[src/rtl/regfile_wr_arbiter.sv]
// Single write-port owner for the RV32 register file: post-reset clear sweep,
// then WB-priority arbitration with MDU/DBG round-robin and registered outputs.
module regfile_wr_arbiter #(
  parameter int                 NUM_REGS      = 32,
  parameter int                 ADDR_W        = 5,
  parameter int                 DATA_W        = 32,
  parameter bit                 INIT_ON_RESET = 1'b1,
  parameter logic [DATA_W-1:0]  INIT_VALUE    = '0
) (
  input  logic              clk,
  input  logic              rst,
  input  logic              wb_valid,
  input  logic [ADDR_W-1:0] wb_addr,
  input  logic [DATA_W-1:0] wb_data,
  output logic              wb_ready,
  input  logic              mdu_valid,
  input  logic [ADDR_W-1:0] mdu_addr,
  input  logic [DATA_W-1:0] mdu_data,
  output logic              mdu_ready,
  input  logic              dbg_valid,
  input  logic [ADDR_W-1:0] dbg_addr,
  input  logic [DATA_W-1:0] dbg_data,
  output logic              dbg_ready,
  output logic              rf_we,
  output logic [ADDR_W-1:0] rf_addr,
  output logic [DATA_W-1:0] rf_data,
  output logic              init_done,
  output logic [1:0]        grant_id
);

  typedef enum logic {ST_INIT, ST_RUN} state_t;
  typedef enum logic {RR_MDU, RR_DBG} rr_t;

  localparam logic [1:0]        GID_NONE = 2'd0;
  localparam logic [1:0]        GID_WB   = 2'd1;
  localparam logic [1:0]        GID_MDU  = 2'd2;
  localparam logic [1:0]        GID_DBG  = 2'd3;
  localparam logic [ADDR_W-1:0] LAST_IDX = ADDR_W'(NUM_REGS - 1);
  localparam logic [ADDR_W-1:0] FIRST_IDX = ADDR_W'(1);
  localparam state_t            RST_STATE = INIT_ON_RESET ? ST_INIT : ST_RUN;

  state_t              state_q, state_d;
  rr_t                 rr_q, rr_d;
  logic [ADDR_W-1:0]   idx_q, idx_d;
  logic                sweep_last_q, sweep_last_d;
  logic                init_done_q, init_done_d;
  logic                rf_we_q, rf_we_d;
  logic [ADDR_W-1:0]   rf_addr_q, rf_addr_d;
  logic [DATA_W-1:0]   rf_data_q, rf_data_d;
  logic [1:0]          grant_q, grant_d;

  logic                run;
  logic                wb_xfer, mdu_xfer, dbg_xfer;

  // Readies depend only on registered state and the current valids; a transfer
  // that coincides with rst is simply dropped by the reset branch below.
  always_comb begin
    run       = (state_q == ST_RUN);
    wb_ready  = run;
    mdu_ready = run & ~wb_valid & ((rr_q == RR_MDU) | ~dbg_valid);
    dbg_ready = run & ~wb_valid & ((rr_q == RR_DBG) | ~mdu_valid);
    wb_xfer   = wb_valid  & wb_ready;
    mdu_xfer  = mdu_valid & mdu_ready;
    dbg_xfer  = dbg_valid & dbg_ready;
  end

  always_comb begin
    state_d      = state_q;
    rr_d         = rr_q;
    idx_d        = idx_q;
    sweep_last_d = sweep_last_q;
    init_done_d  = init_done_q;
    rf_we_d      = 1'b0;
    rf_addr_d    = rf_addr_q;
    rf_data_d    = rf_data_q;
    grant_d      = GID_NONE;

    unique case (state_q)
      ST_INIT: begin
        // One idle cycle after the x(NUM_REGS-1) write before enabling arbitration.
        if (sweep_last_q) begin
          state_d     = ST_RUN;
          init_done_d = 1'b1;
        end else begin
          rf_we_d      = 1'b1;
          rf_addr_d    = idx_q;
          rf_data_d    = INIT_VALUE;
          idx_d        = idx_q + FIRST_IDX;
          sweep_last_d = (idx_q == LAST_IDX);
        end
      end
      ST_RUN: begin
        if (wb_xfer) begin
          rf_we_d   = (wb_addr != '0);
          rf_addr_d = wb_addr;
          rf_data_d = wb_data;
          grant_d   = GID_WB;
        end else if (mdu_xfer) begin
          rf_we_d   = (mdu_addr != '0);
          rf_addr_d = mdu_addr;
          rf_data_d = mdu_data;
          grant_d   = GID_MDU;
          rr_d      = RR_DBG;
        end else if (dbg_xfer) begin
          rf_we_d   = (dbg_addr != '0);
          rf_addr_d = dbg_addr;
          rf_data_d = dbg_data;
          grant_d   = GID_DBG;
          rr_d      = RR_MDU;
        end
      end
      default: state_d = RST_STATE;
    endcase
  end

  always_ff @(posedge clk) begin
    if (rst) begin
      state_q      <= RST_STATE;
      rr_q         <= RR_MDU;
      idx_q        <= FIRST_IDX;
      sweep_last_q <= 1'b0;
      init_done_q  <= ~INIT_ON_RESET;
      rf_we_q      <= 1'b0;
      rf_addr_q    <= '0;
      rf_data_q    <= '0;
      grant_q      <= GID_NONE;
    end else begin
      state_q      <= state_d;
      rr_q         <= rr_d;
      idx_q        <= idx_d;
      sweep_last_q <= sweep_last_d;
      init_done_q  <= init_done_d;
      rf_we_q      <= rf_we_d;
      rf_addr_q    <= rf_addr_d;
      rf_data_q    <= rf_data_d;
      grant_q      <= grant_d;
    end
  end

  assign rf_we     = rf_we_q;
  assign rf_addr   = rf_addr_q;
  assign rf_data   = rf_data_q;
  assign grant_id  = grant_q;
  assign init_done = init_done_q;

endmodule
[config.mk]
export PLATFORM = sky130hd
export DESIGN_NAME = regfile_wr_arbiter
export DESIGN_NICKNAME = d
export VERILOG_FILES = /design/src/rtl/regfile_wr_arbiter.sv
export SDC_FILE = /design/constraint.sdc
export NUM_CORES = 1
export LEC_CHECK = 0
export BUFFER_PORTS_ARGS = -buffer_cell sky130_fd_sc_hd__buf_4
export CORE_MARGIN = 2
export CORE_UTILIZATION = 25
export CTS_CLUSTER_DIAMETER = 40
export DETAILED_ROUTE_END_ITERATION = 16
export PLACE_DENSITY = 0.51
export SLEW_MARGIN = 25
export SYNTH_ARGS = -nofsm -noshare
export SYNTH_HDL_FRONTEND = slang
export SYNTH_SLANG_ARGS = --single-unit
export TNS_END_PERCENT = 100
[constraint.sdc]
create_clock -name clk -period 4.9 [get_ports clk]
set_clock_uncertainty 0.15 [all_clocks]
set_input_delay 0.98 -clock clk [delete_from_list [all_inputs] [get_ports clk]]
set_output_delay 0.98 -clock clk [all_outputs]
set_load 0.02 [all_outputs]
-- Yosys cells after proc, flatten, opt, wreduce, memory -nomap -nowiden
Index checks and enable logic that the tools add are counted.
- bits in registers: 49
- output and inout port bits: 44
- word-level logic and storage cells: 62
- multiplexer cells: 23
- equal/unequal tests: 3
- $add $sub $neg: 1
- reduce and logical (&&, ||, !) cells: 10
- bitwise gates (word level): 15
- operator list (kind ; number):
    32-bit 2-to-1 mux ; 4
    32-bit case mux with 2 select lines ; 1
    5-bit 2-to-1 mux ; 4
    5-bit nonzero test ; 3
    1-bit 2-to-1 mux ; 10
    5-bit case mux with 2 select lines ; 1
    1-bit NOT ; 7
    1-bit AND ; 6
    2-bit AND reduction ; 3
    5-bit by 1-bit adder with 5-bit output (second input constant) ; 1
    5-bit == test (second input constant) ; 1
    2-bit 2-to-1 mux ; 2
    4-bit by 1-bit != test with 1-bit output (second input constant) ; 1
    3-bit AND reduction ; 1
    3-bit OR reduction ; 1
    2-bit != test (second input constant) ; 1
    1-bit bitwise OR ; 2
    1-bit case mux with 2 select lines ; 1
    2-bit nonzero test ; 1
    2-bit OR reduction ; 1

-- Logic depth before layout (Yosys ltp)
Gate-level depths: netlist of run 1.
- depth in word-level cells: 8
- gate-level depth with buffers: 8

-- Worst setup path before layout of run 1
OpenSTA, ideal clock, no wires.
- kind: input to output
- from: in wb_valid
- to: out mdu_ready
- stages on the path: 3
- data arrival time: 1.580 ns
- slack: 2.190 ns
- path through: buf_6 > nand2b_1 > a21oi_1
- word-level cells in the longest chain between the ends: 3
- RTL lines (element ; line ; text):
    from (decl) ; 12 ; input logic wb_valid,
    1-bit NOT ; 60 ; mdu_ready = run & ~wb_valid & ((rr_q == RR_MDU) | ~dbg_valid);
    1-bit AND (2 in a row) ; 60 ;
    to (decl) ; 19 ; output logic mdu_ready,
Every way passes these cells.

-- Worst setup path in the final report of run 1
- from: reg state_q (netlist: wb_ready)
- to: out dbg_ready
- word-level cells in the longest chain between the ends: 2
- RTL lines (element ; line ; text):
    from (decl) ; 42 ; state_t state_q, state_d;
    from (signal assigned) ; 128 ; state_q <= state_d;
    1-bit AND (2 in a row) ; 61 ; dbg_ready = run & ~wb_valid & ((rr_q == RR_DBG) | ~mdu_valid);
    to (decl) ; 23 ; output logic dbg_ready,
Every way passes these cells.

==> results of run 1 <==
worst reg2reg max path: cells and delay by family (launching register included):
kind / cells / cell delay (ns)
AND/OR/NAND/NOR: 2 / 1.09
flip-flops: 1 / 0.95
AO/OA/AOI/OAI: 2 / 0.36
flip-flops by register name (all words and copies together), names as in the netlist:
signal,count
rf_data,32
idx_q,5
rf_addr,5
grant_id,2
init_done,1
rf_we,1
rr_q,1
sweep_last_q,1
wb_ready,1
how the worst max path moves through the flow:
stage | from | slack, ns | cells past startpoint | end
after global placement | wb_valid | 1.86 | 5 | rf_addr[3]
after floorplan | wb_valid | 2.19 | 3 | mdu_ready
after global routing | wb_ready | 1.64 | 3 | dbg_ready
after detailed placement | wb_valid | 1.90 | 4 | dbg_ready
final | wb_ready | 1.79 | 3 | dbg_ready
after CTS | wb_ready | 1.74 | 3 | dbg_ready
Yosys cell counts:
cell and number:
a21o_1 1, and2_4 1, a21boi_2 1, nor3_1 22, a211oi_2 1, or3_1 1
and2_1 1, nor2b_4 1, xnor2_1 1, o31a_1 1, a221oi_1 4, a221o_1 11
buf_6 8, or4_1 3, a311oi_2 1, buf_4 2, a21oi_2 1, nor2b_1 1
dfxtp_1 49, a311oi_1 5, nand2_1 30, nand2b_1 35, a21oi_1 22, buf_2 8
o21ai_1 5, o311ai_1 1, nor3b_1 1, inv_1 3, nand4_1 1, mux2_2 4
nor2_1 36, buf_1 2, ha_1 2, o21ai_2 1, xor2_1 2, o21ai_0 31
clkbuf_1 12, and3_1 5, a221oi_2 17
area by class of cell:
| class | count | area (sq um) |
|---|---|---|
| fill | 1131 | 6730 |
| multi-input combinational | 250 | 1610 |
| timing repair buffer | 162 | 1220 |
| sequential | 49 | 982 |
| tap | 140 | 175 |
| clock buffer | 7 | 86.3 |
| clock inverter | 1 | 30.0 |
| inverter | 3 | 11.3 |
through the flow:
stage	hold WS (ns)	area [sq um]	total power, uW	std cells	utilization
2_1_floorplan	0.321	2790	473	334	-
3_3_place_gp	0.321	4000	562	604	0.369
3_5_place_dp	0.318	4000	563	604	0.369
4_1_cts	0.348	4120	868	612	0.380
5_1_grt	0.366	4120	897	612	0.380
6_report	0.344	4120	852	612	0.380
kinds of logic (layout without fill, tap and decap cells):
| group | after synthesis | count (layout) |
|---|---|---|
| AND/OR/NAND/NOR | 138 | 138 |
| AO/OA/AOI/OAI | 103 | 103 |
| flip-flops | 49 | 49 |
| buffers and inverters | 35 | 173 |
| multiplexers | 4 | 4 |
| XOR/XNOR | 3 | 3 |
| adder cells (fa/ha/maj) | 2 | 2 |
report_power, final:
part	internal (uW)	total, uW	switching [uW]
Combinational	84.8	144	59.5
Clock	167	299	133
Sequential	404	409	4.95
Total	655	852	197
metal layers:
metal  vias to the layer above  share of wire  track usage
met5                         -              0            0
met1                      1378           0.43        0.198
met3                         5          0.080       0.0356
met4                         0         0.0083       0.0344
li1                       1479              -            -
met2                       106           0.48        0.261
==> results.sh, run 1 <==
export IMPL_status="complete, no violations"
export IMPL_rr_worst_depth=4
export IMPL_syn_cell_area_sq_um=2790
export IMPL_r2r_start="wb_ready"
export IMPL_leakage_uw=0.00185
export IMPL_layout_min_cycle_time_ns=3.11
export IMPL_ys_warn_count=0
export IMPL_fp_coreArea_sq_um=10800
export IMPL_crit_path_end_kind="primary output"
export IMPL_rsz0062_at_grt="false"
export IMPL_clock_latency_ns=0.30
export IMPL_antenna_left=0
export IMPL_synthTopCellsByArea="dfxtp_1 (35%), a221oi_2 (9.2%), nand2b_1 (7.9%)"
export IMPL_synthSimpleGateAreaFrac=0.246
export IMPL_p_per_area_nw_per_um2=207
export IMPL_cts_buffers=5
export IMPL_synth_top_family_by_area="compound AO/OA/AOI/OAI gates"
export IMPL_max_cap_viol_count=0
export IMPL_synth_top_area_share=0.352
export IMPL_wl_per_cell_um=15.7
export IMPL_slew_headroom=0.386
export IMPL_final_cell_mix="buf_4 (162), dfxtp_1 (48), nor2_1 (36)"
export IMPL_synth_cell_types=39
export IMPL_ir_drop_mv=0.124
export IMPL_path_clk_slew_ns=0.09
export IMPL_first_global_vias=2812
export IMPL_worstPathRequired_ns=3.77
export IMPL_crit_buf_inv=1
export IMPL_crit_chain="nor2b_4 -> and2_1 -> buf_4"
export IMPL_final_common_cell="buf_4"
export IMPL_routed_wl_um=9630
export IMPL_h_tree_depth=2
export IMPL_whs_endpoint="rf_data[7]"
export IMPL_min_from="rf_data[7]"
export IMPL_crit_type="register to primary output"
export IMPL_synth_adder_area_share=0.00898
export IMPL_syn_avg_cell_area_sq_um=8.35
export IMPL_final_max_slew_viol_count=0
export IMPL_cts_num_sinks=49
export IMPL_critical_path_slowest_cell="dfxtp_2"
export IMPL_finalSetupViolCount=0
export IMPL_yosys_area_top_type="dfxtp_1"
export IMPL_ioPinCount=160
export IMPL_crit_arrival_ns=1.98
export IMPL_synthXorXnorAreaFrac=0.00943
export IMPL_postCtsResizedCells=0
export IMPL_place_ws_ns=1.90
export IMPL_layout_drive_gt1_share=0.422
export IMPL_die_area_sq_um=12000
export IMPL_setup_slack_ns=1.79
export IMPL_die_h_um=110
export IMPL_overflow=0
export IMPL_vias=2968
export IMPL_clock_path_buffers=2
export IMPL_port_buffers=159
export IMPL_area_delta_synth_final_pct=47.6
export IMPL_synth_compound_area_frac=0.293
export IMPL_hold_depth=2
export IMPL_max_slew_worst_pin_slew_ns=0.920
export IMPL_drc=0
export IMPL_grt_total_usage=0.154
export IMPL_cts_tree="built"
export IMPL_dieWidth_um=110
export IMPL_start_util=0.257
export IMPL_drt_first_pass_iters=4
export IMPL_max_freq_ghz=0.321
export IMPL_gp_congestion=0.774
export IMPL_crit_path_start_kind="register"
export IMPL_fin_nets=589
export IMPL_grt_pass1_wl_um=14400
export IMPL_synth_net_count=452
export IMPL_min_path_type="register to register"
export IMPL_synth_seq_cells=49
export IMPL_grt_max_degree=55
export IMPL_synth_mux_area_frac=0.0162
export IMPL_drt_iter0_markers=206
export IMPL_antennaDiodeCount=0
export IMPL_post_dp_hpwl_um=6980
export IMPL_rows=38
export IMPL_post_cts_buffers=0
export IMPL_tns_ns=0
export IMPL_cp_max_fo=36
export IMPL_slowest_delay_ns=0.95
export IMPL_root_buffer="clkbuf_8"
export IMPL_rrSetupSlack_ns=2.30
export IMPL_antenna_found_initial=0
export IMPL_finalCritPeriodShare=0.635
export IMPL_crit_family="flip-flops"
export IMPL_reg2reg_to="rf_data[19]"
export IMPL_routed_via_density=4.85
export IMPL_syn_inst=334
export IMPL_finalHoldViolations=0
export IMPL_seq_area_frac_synth=0.352
export IMPL_postCtsHoldBufs=0
(Power assumes the default switching activity.)
==> run 2, diff against run 1 <==
clock period = 2.9 ns   (was 4.9 ns; I/O delays follow)
==> run 2 against run 1 <==
Clock power grew 59%. Largest cell class unchanged. Combinational power grew 71%. Sequential share of layout area shrank 0.17 points. Utilization grew 0.27 points. Count of clock-buffer cells in the layout shrank 2. Worst hold slack gained 0.0014 ns. Non-clock buffer count grew 4. First-iteration DRC count shrank 29%. Wire length grew 0.83%. Critical path depth is the same. Global-route usage grew 0.23 points.
==> results.sh, run 2 (synthesized netlist as in run 1, its figures left out) <==
export IMPL_status="complete, no violations"
export IMPL_wl_per_cell_um=15.8
export IMPL_slew_headroom=0.493
export IMPL_stdcell_count=615
export IMPL_cts_num_sinks=49
export IMPL_layout_drive_gt1_share=0.425
export IMPL_h_tree_depth=2
export IMPL_final_common_cell="buf_4"
export IMPL_leakage_uw=0.00187
export IMPL_clock_path_buffers=2
export IMPL_worstPathRequired_ns=2.17
export IMPL_hold_depth=2
export IMPL_clock_latency_ns=0.29
export IMPL_crit_path_end_kind="primary output"
export IMPL_grt_pass1_wl_um=14600
export IMPL_fin_hold_ws_ns=0.346
export IMPL_cts_buffers=5
export IMPL_root_buffer="clkbuf_8"
export IMPL_cp_max_fo=15
export IMPL_final_cell_mix="buf_4 (165), dfxtp_1 (48), nor2_1 (36)"
export IMPL_max_slew_worst_pin_slew_ns=0.758
export IMPL_antenna_found_initial=0
export IMPL_path_clk_slew_ns=0.09
export IMPL_endpoint="dbg_ready"
export IMPL_finalCritPeriodShare=0.751
export IMPL_overflow=0
export IMPL_largest_reg_flops=32
export IMPL_max_freq_ghz=0.459
export IMPL_fp_coreArea_sq_um=10800
export IMPL_area_delta_synth_final_pct=48.7
export IMPL_finalHoldViolations=0
export IMPL_crit_buf_inv=1
export IMPL_port_buffers=159
export IMPL_r2r_start="wb_ready"
export IMPL_max_cap_viol_count=0
export IMPL_critical_path_slowest_cell="dfxtp_2"
export IMPL_antennaDiodeCount=0
export IMPL_ir_drop_mv=0.178
export IMPL_start_util=0.257
export IMPL_place_inst=608
export IMPL_postCtsResizedCells=0
export IMPL_post_cts_buffers=0
export IMPL_first_global_vias=2894
export IMPL_finalSetupViolCount=0
export IMPL_dieWidth_um=110
export IMPL_die_h_um=110
export IMPL_fin_nets=593
export IMPL_rr_worst_depth=4
export IMPL_crit_arrival_ns=1.45
export IMPL_grt_max_degree=44
export IMPL_grt_total_usage=0.156
export IMPL_crit_chain="nor2b_4 -> and2_1 -> buf_4"
export IMPL_rrSetupSlack_ns=0.89
export IMPL_rows=38
export IMPL_p_per_area_nw_per_um2=341
export IMPL_vias=2948
export IMPL_cp_startpoint="wb_ready"
export IMPL_cp_depth=3
export IMPL_tns_ns=0
export IMPL_layout_min_cycle_time_ns=2.18
export IMPL_min_path_type="register to register"
export IMPL_slowest_delay_ns=0.49
export IMPL_drt_iter0_markers=146
export IMPL_ioPinCount=160
export IMPL_crit_path_start_kind="register"
export IMPL_routed_via_density=4.79
export IMPL_fillers=1123
export IMPL_drc=0
export IMPL_rsz0062_at_grt="false"
export IMPL_die_area_sq_um=12000
export IMPL_postCtsHoldBufs=0
export IMPL_routed_wl_um=9710
export IMPL_reg2reg_to="rf_data[23]"
export IMPL_cts_tree="built"
export IMPL_drt_first_pass_iters=6
export IMPL_crit_family="simple AND/OR/NAND/NOR gates"
export IMPL_crit_type="register to primary output"
export IMPL_post_dp_hpwl_um=7110
export IMPL_antenna_left=0
export IMPL_final_max_slew_viol_count=0
export IMPL_gp_congestion=0.787
==> run 2: cell count changes in the layout (fill, tap and decap cells not counted) <==
cell      delta
clkbuf_1     -1
a21o_1       +1
clkinv_2     +1
a21o_2       -1
clkbuf_8     -1
buf_4        +3
buf_12       +1
==> run 2: where the power goes <==
part | total [uW] | switching, uW | internal [uW]
Combinational | 246 | 101 | 145
Sequential | 690 | 8.14 | 682
Clock | 475 | 224 | 251
==> run 2: per-stage QoR <==
| step | instance area (sq um) | worst slack (ns) | util | total power (uW) |
|---|---|---|---|---|
| global placement | 4040 | 0.748 | 0.373 | 953 |
| finish | 4140 | 0.722 | 0.382 | 1410 |
| CTS | 4140 | 0.718 | 0.382 | 1450 |
| floorplan | 2790 | 0.990 | - | 800 |
| global route | 4140 | 0.620 | 0.382 | 1490 |
| detailed placement | 4040 | 0.719 | 0.373 | 954 |
==> run 2: how the worst min path moves through the flow <==
stage	start	to	slack [ns]
3_3_place_gp	init_done	init_done	0.32
4_1_cts	wb_data[21]	rf_data[21]	0.34
2_1_floorplan	idx_q[4]	idx_q[4]	0.32
5_1_grt	wb_data[29]	rf_data[29]	0.34
3_5_place_dp	rf_data[8]	rf_data[8]	0.33
6_report	rf_data[15]	rf_data[15]	0.35
==> run 2: routing by layer <==
metal,vias to the layer above,global-route usage,part of all wire
li1,1490,-,-
met1,1358,0.192,0.43
met2,96,0.280,0.49
met3,4,0.0314,0.075
met4,0,0.0344,0.0081
met5,-,0,0
==> run 2: worst register-to-register path, cell delays in order (launching register included) <==
cell and delay (ns):
dfxtp_2 0.41, nor2b_1 0.48, a21oi_4 0.05, nor2_1 0.60, a221o_1 0.27
==> run 2: area by class of cell <==
cell class                      count  area, sq um  area share
Tap cell                          140          175      0.0423
Timing Repair Buffer              166         1260       0.304
Clock buffer                        5         68.8      0.0166
Inverter                            3         11.3     0.00272
Sequential cell                    49          982       0.237
Clock inverter                      2         35.0     0.00845
Multi-Input combinational cell    250         1610       0.389
